File: config.mk
export PLATFORM = sky130hd
export DESIGN_NAME = cacheline_adapter
export DESIGN_NICKNAME = d
export VERILOG_FILES = /design/src/rtl/cacheline_adapter.sv
export SDC_FILE = /design/constraint.sdc
export NUM_CORES = 1
export LEC_CHECK = 0
export ABC_CLOCK_PERIOD_IN_PS = 6750
export CAP_MARGIN = 20
export CORE_AREA = 2 2 273 275
export DETAILED_ROUTE_END_ITERATION = 6
export DIE_AREA = 0 0 275 277
export PLACE_DENSITY_LB_ADDON = 0.15
export RECOVER_POWER = 100
export SYNTH_ARGS = -nofsm -noshare
export SYNTH_HDL_FRONTEND = slang
export SYNTH_SLANG_ARGS = --single-unit
File: constraint.sdc
create_clock -name clk -period 6.75 [get_ports clk]
set_clock_uncertainty 0.15 [all_clocks]
set_input_delay 1.35 -clock clk [delete_from_list [all_inputs] [get_ports clk]]
set_output_delay 1.35 -clock clk [all_outputs]
set_load 0.05 [all_outputs]
File: src/rtl/cacheline_adapter.sv
// rtl/cacheline_adapter.sv - 256-bit cache-line port to 4-beat 64-bit burst memory adapter
module cacheline_adapter (
    input  logic         clk,
    input  logic         rst,
    input  logic [31:0]  line_address_i,
    input  logic [255:0] line_wdata_i,
    input  logic         line_read_i,
    input  logic         line_write_i,
    output logic         line_resp_o,
    output logic [255:0] line_rdata_o,
    output logic [31:0]  burst_address_o,
    output logic         burst_read_o,
    output logic         burst_write_o,
    output logic [63:0]  burst_wdata_o,
    input  logic [63:0]  burst_rdata_i,
    input  logic         burst_resp_i
);

    typedef enum logic [1:0] {
        IDLE  = 2'd0,
        READ  = 2'd1,
        WRITE = 2'd2,
        DONE  = 2'd3
    } state_t;

    state_t       state;
    state_t       state_nxt;
    logic [1:0]   beat;
    logic [31:0]  addr_q;
    logic [255:0] wdata_q;
    logic [255:0] rdata_q;
    logic         last_beat;

    assign last_beat = burst_resp_i && (beat == 2'd3);

    always_ff @(posedge clk) begin
        if (rst) begin
            state <= IDLE;
        end else begin
            state <= state_nxt;
        end
    end

    // Write has priority over read when both requests arrive together.
    always_comb begin
        state_nxt = state;
        case (state)
            IDLE: begin
                if (line_write_i) begin
                    state_nxt = WRITE;
                end else if (line_read_i) begin
                    state_nxt = READ;
                end
            end
            READ: begin
                if (last_beat) begin
                    state_nxt = DONE;
                end
            end
            WRITE: begin
                if (last_beat) begin
                    state_nxt = DONE;
                end
            end
            DONE: begin
                state_nxt = IDLE;
            end
            default: begin
                state_nxt = IDLE;
            end
        endcase
    end

    // Request address and write line are captured once at accept; the
    // upstream side may change them freely afterwards.
    always_ff @(posedge clk) begin
        if (rst) begin
            beat    <= 2'd0;
            addr_q  <= 32'd0;
            wdata_q <= 256'd0;
            rdata_q <= 256'd0;
        end else begin
            case (state)
                IDLE: begin
                    if (line_write_i || line_read_i) begin
                        addr_q <= line_address_i & 32'hFFFF_FFE0;
                        beat   <= 2'd0;
                    end
                    if (line_write_i) begin
                        wdata_q <= line_wdata_i;
                    end
                end
                READ: begin
                    if (burst_resp_i) begin
                        rdata_q[{beat, 6'd0} +: 64] <= burst_rdata_i;
                        beat                        <= beat + 2'd1;
                    end
                end
                WRITE: begin
                    if (burst_resp_i) begin
                        beat <= beat + 2'd1;
                    end
                end
                default: begin
                end
            endcase
        end
    end

    always_comb begin
        line_resp_o     = (state == DONE);
        burst_read_o    = (state == READ);
        burst_write_o   = (state == WRITE);
        burst_address_o = addr_q;
        burst_wdata_o   = wdata_q[{beat, 6'd0} +: 64];
        line_rdata_o    = rdata_q;
    end

endmodule

**Word level (Yosys, flattened, before mapping)**

Cells that the tools add are included.

- Latch bits: 0
- Word-level logic and storage cells: 36
- ROM bits: 0
- Register bits after elaboration: 543
- Memory bits (writable): 0
- Input bits: 357
- Memories kept: 0
- Output and inout bits: 355

- Bitwise logic cells: 0
- Eq/ne operators: 8
- Reductions and logical operators: 10
- $add $sub $neg: 2
- Div/mod/pow operators: 0
- Shift-type cells: 3
- Magnitude comparators: 0
- Multipliers: 0
- Muxes and demuxes: 8

Operators with widths:

| cell | number |
|---|---|
| $bwmux 256 | 1 |
| $shift 64x10->256 const A | 1 |
| $shiftx 256x9->64 | 1 |
| $shiftx 64x10->256 | 1 |
| $mux 2 | 5 |
| $neg 8->10 | 1 |
| $reduce_and 2->1 | 4 |
| $eq 2x2->1 const B | 3 |
| $pmux 2 s3 | 1 |
| $ne 2x1->1 const B | 2 |
| $pmux 2 s2 | 1 |
| $ne 3x3->1 const B | 1 |
| $reduce_and 3->1 | 1 |
| $add 2x1->2 const B | 1 |
| $eq 2x1->1 const B | 1 |
| $logic_not 2->1 | 1 |
| $ne 2x2->1 const B | 1 |
| $reduce_bool 2->1 | 1 |
| $reduce_or 2->1 | 1 |
| $logic_and 1x1->1 | 1 |
| $logic_or 1x1->1 | 1 |

**Longest topological paths before layout**

- Word-level depth: 4
- Gate-level depth with buffers: 10
- Gate-level depth less buffers: 5

**Least setup slack after synthesis**

Ideal clock, no wire load.

- Path type: flip-flop to output port
- Start point: register beat[0]
- End point: output burst_wdata_o[11]
- Required time: 5250 ps
- Path slack: 3627 ps
- Arrival: 1623 ps
- Buffers on the path: 3
- Cell stages (with the launch flop): 5
- Cell sequence: dfxtp_1 buf_2 buf_4 buf_4 mux4_2

- Longest elaborated chain between the ends: 1

Ends and longest elaborated chain:

| element | RTL line | text |
|---|---|---|
| start, declared | 28 | `logic [1:0] beat;` |
| start signal, assigned | 96 | `beat <= beat + 2'd1;` |
| start signal, assigned | 101 | `beat <= beat + 2'd1;` |
| $shiftx 256x9->64 | 115 | `burst_wdata_o = wdata_q[{beat, 6'd0} +: 64];` |
| end, declared | 14 | `output logic [63:0] burst_wdata_o,` |

No other way between the ends.

**Worst setup path in the final report**

- Start point: input burst_resp_i
- End point: register rdata_q[122] (netlist: line_rdata_o[122])

- Longest elaborated chain between the ends: 1

Ends and longest elaborated chain:

| element | RTL line | text |
|---|---|---|
| start, declared | 16 | `input logic burst_resp_i` |
| $reduce_and 2->1 (no line) | -- |  |
| end signal, assigned by index | 95 | `rdata_q[{beat, 6'd0} +: 64] <= burst_rdata_i;` |
| end, declared | 31 | `logic [255:0] rdata_q;` |

No other way between the ends.
A chain may end at the register's enable or synchronous reset.

==> results.yml <==
sta:
  slew_viol_final: 468
  setup_ws_ps: 1380
  tightest_slew_ps: 4000
  period_share_pct: 79.6
  setup_tns_ps: 0
  grt_setup_unrepaired: "no"
  finalSetupViolations: 0
  fin_crit_ps: 5370
  hold_viol: 0
  fmax_ghz: 0.186
  slew-limit-headroom_pct: -167
critical_path:
  critPathMaxStageDelay_ps: 2790
  cp_max_fo: 64
  cp_cell_sequence: "dlygate4sd3_1 -> and3_2 -> clkbuf_1 -> nand3_1 -> a21oi_1"
  critPathKind: "input pin to register"
  endpoint_kind: "register"
  crit_required_ps: 7150
  arrival_ps: 5770
  slowest_stage: "clkbuf_1"
  startpoint_type: "input pin"
power_and_ir_drop:
  p_int_w: 0.00639
  power_w: 0.00999
  vdd_drop_max_v: 0.000291
  clkPwrFrac_pct: 32.5
  p_seq_share_pct: 37.2
  netSwitchingFraction_pct: 36.0
  p_sw_w: 0.00360
  p_comb_share_pct: 30.3
  p_per_area_nw_per_um2: 330
  p_leak_nw: 11.4
place:
  place_ws_ps: 2630
  place.gp.congestion: 0.828
  dpl.hpwl_um: 56100
  dp_cells: 3910
  io_buffers: 701
layout:
  drive_above_1_share_pct: 6.68
  layout_commonest_cell: "nand2_1"
  fin_cells: 4036
  nets: 3371
  final_util_pct: 41.1
  fillCellCount: 7339
  syn_to_final_growth_pct: 45.1
  final_cell_mix: "763 x nand2_1, 541 x dfxtp_1, 467 x a21oi_1, 350 x clkdlybuf4s50_1, 350 x dlygate4sd3_1"
clocking:
  post_cts_buffers: 0
  h-tree-depth: 2
  numCtsBuffers: 60
  clk_latency_ps: 620
  cts_root_buf: "clkbuf_16"
  cts_hold_buf: 0
  numClockSinks: 543
  cts-resized-gates: 0
  cts_tree: "yes"
  clockBufferDepth: 3
  clkTransAtPathRegs_ps: 60
routing:
  wl_met3_um: 6480
  met1Wirelength_um: 32300
  routedWlPerCell_um: 20.5
  drc_errors: 0
  ant_nets: 0
  dr.max_layer_used: "met5"
  drt_wl_total_um: 82600
  drt-pass1-iter-count: 5
  viasPerCell: 4.90
  num_vias: 19800
  dr.first_iter.drc_count: 1268
  dr_wl_met2_um: 40000
synthesis:
  synth_area_leaders: "dfxtp_1 52%, nand2_1 14%, a21oi_1 11%"
  synth_top_area_share_pct: 52.1
  yosysSeqAreaShare_pct: 52.1
  syn_inst: 2438
  synth_seq_cells: 543
  yosysTopAreaCell: "dfxtp_1"
  synth-warning-count: 0
  syn_area_per_cell_um2: 8.56
  synth_area_um2: 20900
  ys_types: 36
floorplanning:
  core_um2: 73600
  die_w_um: 275
  rows: 100
  fp.dieArea_um2: 76200
  dieHeight_um: 277
  io_pins: 712
  initial_core_util_pct: 28.4
grt:
  grt_remaining_overflow: 0
  grt_usage_pct: 20.8
  grt_pass1_wl_um: 122000
  grt_start_max_net_pins: 203
  grt_pass1_vias: 19300
  antenna_found_initial: 20
run_status:
  violations: "max-capacitance violations, max-slew violations"
  status: "finished with violations"
worst_hold_path:
  hp-class: "register to register"
run:
  max_cap_viol_count: 7
cells in the mapped netlist:
cell / n
a21oi_2: 10
ha_1: 10
a21oi_1: 466
nor4b_2: 1
nand2_1: 763
mux4_2: 64
inv_1: 5
nand4_1: 4
and3_1: 3
buf_1: 9
and2_1: 1
mux2i_1: 2
clkbuf_2: 1
buf_4: 21
dfxtp_1: 543
o31ai_1: 2
nor2_1: 64
o21ai_0: 1
or3_1: 1
nor3b_1: 2
o211ai_1: 1
nor4bb_1: 2
nor2b_1: 2
buf_2: 62
clkbuf_1: 125
conb_1: 1
nand3_2: 10
o311ai_0: 2
and2_0: 1
nor4b_4: 1
a32oi_1: 64
o21ai_2: 1
buf_6: 8
nand3_1: 183
a2111o_1: 1
o21a_1: 1
power by group through the flow:
stage / combinational (W) / sequential (W) / clock (W)
global placement: 0.00308 / 0.00376 / 0
global route: 0.00327 / 0.00375 / 0.00346
CTS: 0.00312 / 0.00372 / 0.00333
floorplan: 0.00187 / 0.00398 / 0
finish: 0.00303 / 0.00371 / 0.00325
detailed placement: 0.00311 / 0.00378 / 0
logic make-up (layout without fill, tap and decap cells):
kind of cell    count (synthesis)  after routing  synth area share [%]
compound gates                549            549                  14.6
fa+ha+maj                      10             10                 0.600
buf+inv                       231            841                  5.20
flops                         543            543                  52.1
mux                            66             66                  7.00
other cells                     1             20                0.0180
simple gates                 1038           1038                  20.5
sequential cells by signal, summed over array words and instances, names as in the netlist:
signal	cells
burst_address_o	27
state	2
beat	2
wdata_q	256
line_rdata_o	256
per-layer routing:
layer  vias up  global-route usage (%)
met1      9433                    24.8
met2       714                    34.9
met5         -                       0
met4        12                    9.54
met3       171                    5.32
li1       9442                       -
critical path, delay by kind of cell:
kind | cells | cell delay, ps
compound gates | 1 | 280
buf+inv | 2 | 3570
simple gates | 2 | 480
stage by stage:
step	hold WS (ps)	cell area (µm²)
6_report	295	30300
5_1_grt	313	30300
4_1_cts	301	30300
3_5_place_dp	293	28400
3_3_place_gp	287	28400
2_1_floorplan	283	20900
path summary, 6_finish.rpt:
check / from / to / slack, ps / cells past startpoint
min: line_rdata_o[89] / line_rdata_o[89] / 300 / 2
max: burst_resp_i / line_rdata_o[122] / 1380 / 5
max reg2reg: beat[1] / line_rdata_o[122] / 2010 / 6
min reg2reg: line_rdata_o[89] / line_rdata_o[89] / 300 / 2
cell type report:
cell class | instances | area, µm² | area share, %
Clock buffer | 98 | 1780 | 5.87
Antenna cell | 15 | 37.5 | 0.124
Timing Repair Buffer | 726 | 7230 | 23.9
Tap cell | 969 | 1210 | 4.01
Multi-Input combinational cell | 1668 | 8970 | 29.6
Inverter | 5 | 18.8 | 0.0620
Sequential cell | 543 | 10900 | 35.9
Clock inverter | 12 | 149 | 0.492
No activity file was read; power rests on OpenSTA's default activity.
